### config.mk
export PLATFORM = sky130hd
export DESIGN_NAME = multicycle_main_fsm
export DESIGN_NICKNAME = d
export VERILOG_FILES = /design/src/rtl/multicycle_main_fsm.sv
export SDC_FILE = /design/constraint.sdc
export NUM_CORES = 1
export LEC_CHECK = 0
export BUFFER_PORTS_ARGS = -buffer_cell sky130_fd_sc_hd__buf_2
export CAP_MARGIN = 20
export CORE_ASPECT_RATIO = 0.75
export CORE_MARGIN = 1.5
export CORE_UTILIZATION = 40
export CTS_BUF_LIST = sky130_fd_sc_hd__clkbuf_2 sky130_fd_sc_hd__clkbuf_4 sky130_fd_sc_hd__clkbuf_8
export DETAILED_ROUTE_END_ITERATION = 10
export PLACE_DENSITY = 0.67
export REMOVE_ABC_BUFFERS = 1
export SYNTH_ARGS = -nofsm -noshare
export SYNTH_HDL_FRONTEND = slang
export SYNTH_SLANG_ARGS = --single-unit
export TNS_END_PERCENT = 20
### constraint.sdc
create_clock -name clk -period 1.41 [get_ports clk]
set_input_delay 0.0705 -clock clk [delete_from_list [all_inputs] [get_ports clk]]
set_output_delay 0.0705 -clock clk [all_outputs]
set_load 0.02 [all_outputs]
### src/rtl/multicycle_main_fsm.sv
// Main control FSM for the multicycle MIPS datapath. Moore machine that sequences
// fetch/decode/execute/writeback per opcode, with memory wait-states, optional ADDI/J
// support and illegal-opcode trapping. Outputs depend only on the current state, except
// that reset forces every enable low and the selects to their FETCH values.
module multicycle_main_fsm #(
   parameter int unsigned MEM_LATENCY  = 1,    // cycles per memory state, 1..15
   parameter bit          ENABLE_ADDI  = 1'b1,
   parameter bit          ENABLE_JUMP  = 1'b1,
   parameter bit          ILLEGAL_HALT = 1'b1
) (
   input  logic       clk,
   input  logic       reset,
   input  logic [5:0] op,
   output logic       pcwrite,
   output logic       branch,
   output logic       iord,
   output logic       memwrite,
   output logic       irwrite,
   output logic       regwrite,
   output logic       regdst,
   output logic       memtoreg,
   output logic       alusrca,
   output logic [1:0] alusrcb,
   output logic [1:0] pcsrc,
   output logic [1:0] aluop,
   output logic       illegal_op,
   output logic       instr_done,
   output logic [3:0] state
);

   typedef enum logic [3:0] {
      StFetch   = 4'd0,
      StDecode  = 4'd1,
      StMemAdr  = 4'd2,
      StMemRd   = 4'd3,
      StMemWb   = 4'd4,
      StMemWr   = 4'd5,
      StExecute = 4'd6,
      StAluWb   = 4'd7,
      StBranch  = 4'd8,
      StAddiEx  = 4'd9,
      StAddiWb  = 4'd10,
      StJump    = 4'd11,
      StIllegal = 4'd12
   } state_e;

   localparam logic [5:0] OpRtype = 6'b000000;
   localparam logic [5:0] OpLw    = 6'b100011;
   localparam logic [5:0] OpSw    = 6'b101011;
   localparam logic [5:0] OpBeq   = 6'b000100;
   localparam logic [5:0] OpAddi  = 6'b001000;
   localparam logic [5:0] OpJ     = 6'b000010;

   localparam logic [3:0] LastCnt = 4'(MEM_LATENCY - 1);

   state_e     state_q, state_d;
   logic [3:0] wait_cnt_q, wait_cnt_d;
   logic       in_mem_state;
   logic       last;

   assign in_mem_state = (state_q == StFetch) || (state_q == StMemRd) || (state_q == StMemWr);
   assign last         = (wait_cnt_q == LastCnt);
   assign state        = state_q;

   // State and wait-state counter registers with synchronous reset.
   always_ff @(posedge clk) begin
      if (reset) begin
         state_q    <= StFetch;
         wait_cnt_q <= 4'd0;
      end else begin
         state_q    <= state_d;
         wait_cnt_q <= wait_cnt_d;
      end
   end

   // Next-state selection; memory states hold until their last wait cycle.
   always_comb begin
      state_d = state_q;
      case (state_q)
         StFetch:   if (last) state_d = StDecode;
         StDecode: begin
            case (op)
               OpLw, OpSw: state_d = StMemAdr;
               OpRtype:    state_d = StExecute;
               OpBeq:      state_d = StBranch;
               OpAddi:     state_d = ENABLE_ADDI ? StAddiEx : StIllegal;
               OpJ:        state_d = ENABLE_JUMP ? StJump : StIllegal;
               default:    state_d = StIllegal;
            endcase
         end
         StMemAdr:  state_d = (op == OpLw) ? StMemRd : StMemWr;
         StMemRd:   if (last) state_d = StMemWb;
         StMemWb:   state_d = StFetch;
         StMemWr:   if (last) state_d = StFetch;
         StExecute: state_d = StAluWb;
         StAluWb:   state_d = StFetch;
         StBranch:  state_d = StFetch;
         StAddiEx:  state_d = StAddiWb;
         StAddiWb:  state_d = StFetch;
         StJump:    state_d = StFetch;
         StIllegal: state_d = ILLEGAL_HALT ? StIllegal : StFetch;
         default:   state_d = StFetch;
      endcase
   end

   // Counter advances only while a memory state is held; any transition clears it.
   always_comb begin
      wait_cnt_d = 4'd0;
      if (in_mem_state && (state_d == state_q)) begin
         wait_cnt_d = wait_cnt_q + 4'd1;
      end
   end

   // Moore output decode, overridden to idle FETCH values while reset is high.
   always_comb begin
      pcwrite    = 1'b0;
      branch     = 1'b0;
      iord       = 1'b0;
      memwrite   = 1'b0;
      irwrite    = 1'b0;
      regwrite   = 1'b0;
      regdst     = 1'b0;
      memtoreg   = 1'b0;
      alusrca    = 1'b0;
      alusrcb    = 2'b00;
      pcsrc      = 2'b00;
      aluop      = 2'b00;
      illegal_op = 1'b0;
      instr_done = 1'b0;
      case (state_q)
         StFetch: begin
            alusrcb = 2'b01;
            irwrite = last;
            pcwrite = last;
         end
         StDecode:  alusrcb = 2'b11;
         StMemAdr: begin
            alusrca = 1'b1;
            alusrcb = 2'b10;
         end
         StMemRd:   iord = 1'b1;
         StMemWb: begin
            memtoreg   = 1'b1;
            regwrite   = 1'b1;
            instr_done = 1'b1;
         end
         StMemWr: begin
            iord       = 1'b1;
            memwrite   = 1'b1;
            instr_done = last;
         end
         StExecute: begin
            alusrca = 1'b1;
            aluop   = 2'b10;
         end
         StAluWb: begin
            regdst     = 1'b1;
            regwrite   = 1'b1;
            instr_done = 1'b1;
         end
         StBranch: begin
            alusrca    = 1'b1;
            aluop      = 2'b01;
            branch     = 1'b1;
            pcsrc      = 2'b01;
            instr_done = 1'b1;
         end
         StAddiEx: begin
            alusrca = 1'b1;
            alusrcb = 2'b10;
         end
         StAddiWb: begin
            regwrite   = 1'b1;
            instr_done = 1'b1;
         end
         StJump: begin
            pcsrc      = 2'b10;
            pcwrite    = 1'b1;
            instr_done = 1'b1;
         end
         StIllegal: illegal_op = 1'b1;
         default: ;
      endcase
      if (reset) begin
         pcwrite    = 1'b0;
         branch     = 1'b0;
         iord       = 1'b0;
         memwrite   = 1'b0;
         irwrite    = 1'b0;
         regwrite   = 1'b0;
         regdst     = 1'b0;
         memtoreg   = 1'b0;
         alusrca    = 1'b0;
         alusrcb    = 2'b01;
         pcsrc      = 2'b00;
         aluop      = 2'b00;
         illegal_op = 1'b0;
         instr_done = 1'b0;
      end
   end

endmodule

==> results of run 1 <==
worst paths after layout:
kind,startpoint,endpoint,slack [ps],cells past startpoint
hold reg to reg,state[1],state[3],610,2
hold / removal,op[4],state[1],200,4
setup reg to reg,wait_cnt_q[1],state[1],-70,7
setup / recovery,wait_cnt_q[1],pcwrite,-170,6
logic make-up (layout without fill, tap and decap cells):
family          count (synthesis)  after routing
compound gates                 25             25
simple gates                   59             59
fa+ha+maj                       2              2
xor+xnor                        5              5
buf+inv                        10             51
flops                           8              8
tightest hold or removal path: stages:
cell	delay, ps
buf_2	130
nor4_4	70
o21ai_1	60
a31oi_1	80
per-stage QoR:
| stage | TNS (ps) | total power, mW | hold WS [ps] | instances | utilization (%) |
|---|---|---|---|---|---|
| after floorplan | -2070 | 0.847 | 140 | 102 | - |
| after global placement | -3.37 | 1.19 | 464 | 167 | 57.6 |
| after detailed placement | -21.7 | 1.21 | 475 | 167 | 57.6 |
| after CTS | -679 | 1.53 | 198 | 172 | 65.0 |
| after global routing | -2070 | 1.73 | 247 | 172 | 69.0 |
| final | -597 | 1.61 | 201 | 172 | 69.0 |
flip-flops by register name (all words and copies together), names as in the netlist:
| register | count |
|---|---|
| state | 4 |
| wait_cnt_q | 4 |
synth_stat cells:
master    number
a211oi_1       2
a211oi_2       2
a21oi_1        8
a22oi_1        1
a31oi_1        3
and3_1         1
buf_2          4
buf_4          2
clkbuf_1       1
dfxtp_1        8
ha_1           2
inv_1          2
inv_2          1
nand2_1        4
nand2b_1       6
nand3_1        1
nand3b_1       1
nor2_1        14
nor2b_1        5
nor3_1        13
nor3_2         1
nor3b_2        2
nor4_1         3
nor4_4         1
nor4b_1        2
o21a_1         1
o21ai_0        3
o21ai_1        2
o21bai_1       1
o31ai_1        2
or2_1          2
or2_4          1
or3_1          1
or3b_1         1
xnor2_1        3
xor2_1         2
metal layers:
| layer | vias to the layer above | routed length [um] |
|---|---|---|
| met2 | 44 | 1080 |
| li1 | 475 | - |
| met1 | 437 | 1020 |
| met5 | - | 0 |
| met4 | 0 | 10 |
| met3 | 2 | 162 |
layout make-up:
class | instances | area, sq um
well taps | 22 | 27.5
clock buffers | 3 | 22.5
fillers | 153 | 556
repair buffers | 45 | 324
flip-flops and latches | 8 | 175
inverters | 3 | 11.3
multi-input cells | 91 | 673
report_power, final:
group	switching, mW	internal [mW]
clock	0.0807	0.0976
sequential	0.0725	0.276
combinational	0.575	0.508
repair_timing:
action / CTS / global route
gates resized for setup: 33 / 20
setup buffers: 2 / 0
setup endpoints to repair: 19 / 23
pin swaps: 8 / 4
cloned: 0 / 0
==> impl_metrics.py, run 1 <==
metrics = {
    "detailed_routing": {
        "vias_per_cell": 5.57,
        "routed_wl_mm": 2.28,
        "vias": 958,
        "dr.pass1.iters": 6,
        "remaining_drc_errors": 0,
        "drt_iter0_drc": 21,
        "drt-wirelength-per-cell_um": 13.2,
        "ant_nets": 0,
    },
    "sta": {
        "slew_violations": 0,
        "fmax_mhz": 633,
        "setup_viol": 10,
        "hold_viol": 0,
        "relSlewSlack_pct": 74.0,
        "final.period_utilization_pct": 112,
        "finalCriticalPeriod_ps": 1580,
        "worst_slack_ps": -169,
        "rsz0062_at_grt": "yes",
        "finClkSkew_ps": 7.04,
        "tightestPinTransition_ps": 387,
    },
    "cells_and_area": {
        "fin_area_sq_um": 1230,
        "layout.nets": 162,
        "final_cell_mix": "buf_4, buf_2, nor2_1",
        "antenna_cells": 0,
        "drive_above_1_share_pct": 54.7,
        "syn_to_final_growth_pct": 56.3,
        "final_common_cell": "buf_4",
    },
    "yosys": {
        "synth_area_leaders": "dfxtp_1, nor3_1, nor2_1",
        "netlist_area_sq_um": 790,
        "synth_compound_area_share_pct": 20.4,
        "synth_area_leader_cell": "dfxtp_1",
        "muxShareOfSynthArea_pct": 0,
        "synth_top_area_share_pct": 20.3,
        "yosysSeqAreaShare_pct": 20.3,
        "synth_top_family_by_area": "simple AND/OR/NAND/NOR gates",
        "ys_types": 36,
        "synth-simple-area-share_pct": 44.2,
        "avgSynthCellArea_sq_um": 7.24,
        "ys_warn_count": 0,
        "synth_adder_area_share_pct": 3.17,
        "synth-xor-area-share_pct": 5.55,
        "syn_inst": 109,
        "ys_seq_elements": 8,
    },
    "grt": {
        "grt_pass1_wl_mm": 3.73,
        "antenna_found_initial": 0,
        "grt_usage_pct": 22.0,
        "grt_max_degree": 16,
        "grt_util_met3_pct": 5.76,
        "grt_use_met2_pct": 34.2,
        "first_global_vias": 865,
        "busiest_layer": "met2",
        "globalRouteMet1Util_pct": 29.5,
        "grt-ovfl-total": 0,
    },
    "clock_tree": {
        "cts_hold_buf": 0,
        "clkTransAtPathRegs_ps": 60,
        "cts_max_level": 1,
        "cts_buffers": 3,
        "numClockSinks": 8,
        "cts_tree": "done",
        "root_buffer": "clkbuf_4",
        "clk_latency_ps": 260,
        "ctsLongestPathBuffers": 2,
    },
    "power": {
        "leakagePower_nw": 0.492,
        "power-per-cell-area_nw_per_um2": 1310,
        "ir_worst_vdd_v": 0.000854,
    },
    "floorplan": {
        "die_y_um": 41.5,
        "die_area_sq_um": 2250,
        "io_pins": 29,
        "initial_core_util_pct": 44.1,
        "core.rowCount": 13,
        "dieWidth_um": 54.3,
        "core_area_sq_um": 1790,
    },
    "placement": {
        "dpl-instance-area_sq_um": 1030,
        "pre_cts_ws_ps": -21.7,
        "routabilityCongestion": 0.849,
        "dp.final_hpwl_mm": 1.64,
        "io_buffers": 28,
    },
    "setup_path": {
        "critPathKind": "register to output pin",
        "crit_path_max_incr_delay_ps": 390,
        "required_ps": 1340,
        "worstPathMaxFanout": 2,
        "critPathTopFamily": "simple AND/OR/NAND/NOR gates",
        "crit_arrival_ps": 1510,
        "start_kind": "register",
        "crit_chain": "inv_2, ha_4, or3b_4, nor3_4, or2_1, buf_6",
        "endpoint_kind": "output pin",
        "path_buf_inv": 2,
        "slowest_stage": "or3b_4",
    },
    "status": {
        "violations": "negative setup slack",
        "status": "finished with violations",
    },
    "flow_run": {
        "maxCapViolations": 0,
    },
    "min_path": {
        "hold_class": "input pin to register",
    },
}
Note: power is estimated with default switching activity, not from simulation.
==> inputs of run 2 (changes only) <==
--- a/config.mk
+++ b/config.mk
@@ -5,7 +5,7 @@
 export SDC_FILE = /design/constraint.sdc
 export NUM_CORES = 1
 export LEC_CHECK = 0
-export BUFFER_PORTS_ARGS = -buffer_cell sky130_fd_sc_hd__buf_2
+export BUFFER_PORTS_ARGS = -buffer_cell sky130_fd_sc_hd__clkbuf_2
 export CAP_MARGIN = 20
 export CORE_ASPECT_RATIO = 0.75
 export CORE_MARGIN = 1.5
@@ -13,7 +13,9 @@
 export CTS_BUF_LIST = sky130_fd_sc_hd__clkbuf_2 sky130_fd_sc_hd__clkbuf_4 sky130_fd_sc_hd__clkbuf_8
 export DETAILED_ROUTE_END_ITERATION = 10
 export PLACE_DENSITY = 0.67
+export RECOVER_POWER = 100
 export REMOVE_ABC_BUFFERS = 1
+export SETUP_SLACK_MARGIN = 0.3
 export SYNTH_ARGS = -nofsm -noshare
 export SYNTH_HDL_FRONTEND = slang
 export SYNTH_SLANG_ARGS = --single-unit
==> run 2 against run 1 <==
  * The run still ends with negative setup slack left
  * Wire length rose by 10%
  * Clock skew fell by 5.9 ps
  * Via count rose by 2.0%
  * Fmax fell by 3.5%
  * Clock-buffer cell count did not move
  * Total power rose by 2.5%
  * Sequential cell count did not move
  * Largest cell class unchanged
  * Largest power group unchanged
==> impl_metrics.py, run 2 (synthesis gave the netlist of run 1 again) <==
metrics = {
    "detailed_routing": {
        "wl_met1_mm": 1.13,
        "vias_per_cell": 5.65,
        "drt_iter0_drc": 19,
        "dr.pass1.iters": 4,
        "dr_wl_met2_mm": 1.21,
        "remaining_drc_errors": 0,
        "ant_nets": 0,
        "vias": 977,
        "drt-wirelength-per-cell_um": 14.5,
        "highest_layer": "met4",
        "routed_wl_mm": 2.51,
        "routed-wl-met3_um": 139,
    },
    "grt": {
        "grt_pass1_wl_mm": 4.04,
        "grt-ovfl-total": 0,
        "antenna_found_initial": 0,
        "first_global_vias": 876,
        "grt_usage_pct": 23.7,
        "grt_max_degree": 16,
    },
    "clock_tree": {
        "numClockSinks": 8,
        "cts_buffers": 3,
        "clkTransAtPathRegs_ps": 50,
        "cts_tree": "done",
        "root_buffer": "clkbuf_4",
        "cts_hold_buf": 0,
        "ctsLongestPathBuffers": 2,
        "clk_latency_ps": 250,
        "cts_max_level": 1,
    },
    "floorplan": {
        "dieWidth_um": 54.3,
        "io_pins": 29,
        "die_y_um": 41.5,
        "core.rowCount": 13,
        "die_area_sq_um": 2250,
        "core_area_sq_um": 1790,
        "initial_core_util_pct": 44.1,
    },
    "setup_path": {
        "worstSetupPathDepth": 6,
        "crit_end": "pcwrite",
        "critPathTopFamily": "simple AND/OR/NAND/NOR gates",
        "start_kind": "register",
        "required_ps": 1340,
        "startpoint": "wait_cnt_q[0]",
        "reg2reg_to": "wait_cnt_q[0]",
        "regToRegSetupSlack_ps": -130,
        "endpoint_kind": "output pin",
        "worstPathMaxFanout": 2,
        "slowest_stage": "or3b_4",
        "crit_arrival_ps": 1570,
        "critPathKind": "register to output pin",
        "r2r.worst_path.cells": 8,
        "crit_chain": "inv_2, ha_4, or3b_4, nor3_4, or2_1, clkbuf_8",
        "path_buf_inv": 2,
        "crit_path_max_incr_delay_ps": 390,
        "regToRegStartpoint": "wait_cnt_q[0]",
    },
    "sta": {
        "slew_violations": 0,
        "setup_viol": 17,
        "finalCriticalPeriod_ps": 1640,
        "finClkSkew_ps": 1.15,
        "fmax_mhz": 611,
        "worst_slack_ps": -226,
        "final.period_utilization_pct": 116,
        "hold_viol": 0,
        "relSlewSlack_pct": 69.8,
        "timing.hold.ws_ps": 227,
        "rsz0062_at_grt": "yes",
        "tightestPinTransition_ps": 449,
    },
    "cells_and_area": {
        "drive_above_1_share_pct": 51.0,
        "fin_util_pct": 71.3,
        "syn_to_final_growth_pct": 61.5,
        "layout.nets": 163,
        "final_common_cell": "buf_4",
        "antenna_cells": 0,
        "n_fill_cell": 156,
        "final_cell_mix": "buf_4, nor3_1, nor2_1",
        "stdcell_count": 173,
    },
    "power": {
        "leakagePower_nw": 0.499,
        "power-per-cell-area_nw_per_um2": 1290,
        "p_total_mw": 1.65,
        "ir_worst_vdd_v": 0.000761,
    },
    "placement": {
        "routabilityCongestion": 0.801,
        "post-place-cells": 165,
        "io_buffers": 28,
        "dp.final_hpwl_mm": 1.70,
    },
    "status": {
        "status": "finished with violations",
        "violations": "negative setup slack",
    },
    "flow_run": {
        "maxCapViolations": 0,
    },
    "min_path": {
        "hold_class": "input pin to register",
    },
}
[run 2: cell count changes in the layout (fill, tap and decap cells not counted), moves of 3 or more]
| cell | before | now |
|---|---|---|
| clkbuf_8 | 0 | 4 |
| nor3_2 | 5 | 2 |
| clkbuf_2 | 0 | 9 |
| buf_2 | 16 | 3 |
| nor3_1 | 8 | 11 |
[run 2: power by group]
| part | switching [mW] | total (mW) | internal [mW] |
|---|---|---|---|
| Combinational | 0.610 | 1.15 | 0.536 |
| Sequential | 0.0670 | 0.331 | 0.264 |
| Clock | 0.0766 | 0.174 | 0.0973 |
| Total | 0.753 | 1.65 | 0.897 |
[run 2: worst reg2reg max path: stages (launching register included)]
cell      delay (ps)
dfxtp_2          320
inv_2             70
ha_4             130
buf_4            100
nor3b_4          230
buf_4            160
a211oi_2          40
a211oi_2         290
nor3_1            90
[run 2: metal layers]
layer	vias to the layer above	GRT usage, %
li1	485	-
met4	0	6.00
met3	4	3.60
met1	448	32.2
met5	-	0
met2	40	38.6
[run 2: layout make-up]
class	count	area (sq um)	area share, %
Timing Repair Buffer	46	352	27.6
Tap cell	22	27.5	2.16
Inverter	3	11.3	0.883
Sequential cell	8	170	13.3
Multi-Input combinational cell	91	692	54.3
Clock buffer	3	22.5	1.77
[run 2: metrics by stage]
step | instance area (sq um) | setup slack (ps) | TNS (ps)
floorplan | 751 | -379 | -2070
global placement | 1020 | 3.44 | 0
detailed placement | 1020 | -52.2 | -52.2
CTS | 1220 | -193 | -983
global route | 1270 | -283 | -2910
finish | 1270 | -226 | -1810
[run 2: worst min-delay path by stage]
stage	start	cells after the start	endpoint
after floorplan	reset	1	state[0]
after global placement	reset	3	state[0]
after detailed placement	reset	3	state[0]
after CTS	reset	3	state[2]
after global routing	reset	3	state[2]
final	reset	3	state[2]
[run 2: what timing repair did]
action,in CTS,in global routing
gates resized for setup,48,28
pin swaps,11,8
setup buffers,3,2
endpoints found under the setup margin,27,27
==> inputs of run 3 (changes only) <==
--- a/config.mk
+++ b/config.mk
@@ -5,6 +5,7 @@
 export SDC_FILE = /design/constraint.sdc
 export NUM_CORES = 1
 export LEC_CHECK = 0
+export ABC_AREA = 1
 export BUFFER_PORTS_ARGS = -buffer_cell sky130_fd_sc_hd__clkbuf_2
 export CAP_MARGIN = 20
 export CORE_ASPECT_RATIO = 0.75
@@ -12,7 +13,7 @@
 export CORE_UTILIZATION = 40
 export CTS_BUF_LIST = sky130_fd_sc_hd__clkbuf_2 sky130_fd_sc_hd__clkbuf_4 sky130_fd_sc_hd__clkbuf_8
 export DETAILED_ROUTE_END_ITERATION = 10
-export PLACE_DENSITY = 0.67
+export PLACE_DENSITY = 0.68
 export RECOVER_POWER = 100
 export REMOVE_ABC_BUFFERS = 1
 export SETUP_SLACK_MARGIN = 0.3
==> run 3 against run 2 <==
  * Combinational power is 40% higher
  * Die area down 8.0%
  * Clock power grew 3%
  * Total power is 34% higher
  * Synthesized area is 8.6% lower
  * Highest routed layer unchanged
  * Synthesized cell count increased by 12%
  * The flow still finishes with violations (negative setup slack)
  * Clock skew rose by 13 ps
  * Register-to-register slack better by 190 ps
  * Final cell count grew 8.7%
  * Clock-buffer cell count is the same
  * Wire length rose by 5.4%
==> impl_metrics.py, run 3 <==
metrics = {
    "cells_and_area": {
        "n_fill_cell": 122,
        "drive_above_1_share_pct": 60.8,
        "fin_area_sq_um": 1270,
        "syn_to_final_growth_pct": 76.3,
        "antenna_cells": 0,
        "layout.nets": 178,
        "final_cell_mix": "buf_4, nor2_1, nand2_1",
        "final_common_cell": "buf_4",
    },
    "yosys": {
        "ys_warn_count": 0,
        "yosysMostFrequentCell": "nor2_1",
        "synth_area_leaders": "dfxtp_1, nor2_1, inv_1",
        "yosysSeqAreaShare_pct": 22.2,
        "async_reset_ff_share_pct": 0,
        "syn_inst": 122,
        "ys_types": 27,
        "ys.flop_type": "dfxtp_1",
        "synth_top_area_share_pct": 22.2,
        "ys_seq_elements": 8,
        "yosys-top-cells-count": "nor2_1, inv_1, nand2_1, nand3_1, dfxtp_1",
        "netlist_area_sq_um": 722,
        "synth_area_leader_cell": "dfxtp_1",
        "synth_edf_count": 0,
        "avgSynthCellArea_sq_um": 5.92,
    },
    "clock_tree": {
        "numClockSinks": 8,
        "cts_hold_buf": 0,
        "cts_max_level": 1,
        "ctsLongestPathBuffers": 2,
        "cts_buffers": 3,
        "root_buffer": "clkbuf_4",
        "clk_latency_ps": 260,
        "cts_tree": "done",
        "clkTransAtPathRegs_ps": 60,
    },
    "sta": {
        "fmax_mhz": 689,
        "hold_viol": 0,
        "slew_violations": 0,
        "worst_slack_ps": -42.2,
        "finalCriticalPeriod_ps": 1450,
        "finClkSkew_ps": 14.0,
        "final.period_utilization_pct": 103,
        "rsz0062_at_grt": "yes",
        "tightestPinTransition_ps": 495,
        "setup_viol": 7,
        "relSlewSlack_pct": 67.0,
        "timing.hold.ws_ps": 279,
    },
    "flow_run": {
        "maxCapViolations": 0,
    },
    "grt": {
        "grt-ovfl-total": 0,
        "grt_max_degree": 19,
        "grt_usage_pct": 24.5,
        "antenna_found_initial": 0,
        "grt_pass1_wl_mm": 3.60,
        "first_global_vias": 802,
    },
    "power": {
        "ir_worst_vdd_v": 0.00106,
        "leakagePower_nw": 0.593,
        "power-per-cell-area_nw_per_um2": 1730,
    },
    "min_path": {
        "hold_class": "input pin to register",
    },
    "detailed_routing": {
        "vias": 986,
        "drt_iter0_drc": 32,
        "drt-wirelength-per-cell_um": 14.1,
        "remaining_drc_errors": 0,
        "dr.pass1.iters": 5,
        "routed_wl_mm": 2.65,
        "ant_nets": 0,
        "vias_per_cell": 5.24,
    },
    "floorplan": {
        "dieWidth_um": 52.1,
        "die_area_sq_um": 2070,
        "core.rowCount": 13,
        "initial_core_util_pct": 42.3,
        "core_area_sq_um": 1710,
        "die_y_um": 39.8,
        "io_pins": 29,
    },
    "status": {
        "status": "finished with violations",
        "violations": "negative setup slack",
    },
    "setup_path": {
        "start_kind": "register",
        "worstPathMaxFanout": 6,
        "endpoint_kind": "output pin",
        "crit_arrival_ps": 1380,
        "required_ps": 1340,
        "critPathKind": "register to output pin",
    },
    "placement": {
        "dp.final_hpwl_mm": 1.49,
        "routabilityCongestion": 0.850,
        "dpl-instance-area_sq_um": 888,
        "io_buffers": 28,
    },
}
## run 3: cell families (layout without fill, tap and decap cells)
group,Yosys count,after routing,synth area share (%)
AO/OA/AOI/OAI,17,17,15.4
XOR/XNOR,2,2,2.43
adder cells (fa/ha/maj),2,2,3.47
buffers and inverters,25,69,13.7
flip-flops,8,8,22.2
AND/OR/NAND/NOR,68,68,42.8
## run 3: final timing paths
kind,startpoint,to,slack [ps],cells after the start
worst max-delay path,state[2],aluop[0],-40,6
worst min-delay path,op[4],state[1],280,5
worst max register to register,wait_cnt_q[1],wait_cnt_q[1],60,10
worst min register to register,wait_cnt_q[0],wait_cnt_q[0],510,2
## run 3: report_power, final
group          total, mW  switching (mW)  internal, mW
combinational       1.61           0.951         0.658
sequential         0.414           0.115         0.299
clock              0.180          0.0828        0.0977
total               2.20            1.15          1.05
## run 3: per-stage QoR
stage | cells | util (%) | setup WS (ps) | TNS, ps | power, mW
2_1_floorplan | 119 | - | -262 | -782 | 1.05
3_3_place_gp | 171 | 52.0 | 13.0 | 0 | 1.33
3_5_place_dp | 171 | 52.0 | -16.6 | -45.5 | 1.34
4_1_cts | 186 | 69.2 | -4.14 | -4.14 | 1.96
5_1_grt | 188 | 74.5 | -69.0 | -700 | 2.34
6_report | 188 | 74.5 | -42.2 | -115 | 2.20
## run 3: worst max-delay path, stage by stage, from the launching register on
cell and delay [ps]:
dfxtp_4 380, nor2_4 150, inv_4 70, nor2_4 140, inv_2 80, nor2_1 150, buf_4 170
## run 3: area by class of cell
type | instances | area (sq um) | area share (%)
Clock buffer | 3 | 22.5 | 1.77
Inverter | 22 | 98.8 | 7.77
Multi-Input combinational cell | 89 | 623 | 49.0
Sequential cell | 8 | 174 | 13.7
Tap cell | 22 | 27.5 | 2.16
Timing Repair Buffer | 44 | 327 | 25.7
## run 3: layer usage
| metal | track usage (%) | routed length [um] | up-vias |
|---|---|---|---|
| met5 | 0 | 0 | - |
| met4 | 3.95 | 78 | 0 |
| met3 | 5.73 | 243 | 9 |
| met2 | 42.7 | 1270 | 53 |
| met1 | 31.3 | 1050 | 446 |
| li1 | - | - | 478 |
## run 3: what timing repair did
item	4_1_cts	5_1_grt
pin swaps	17	13
endpoints found under the setup margin	25	25
buffers inserted	12	2
resized for setup	63	33
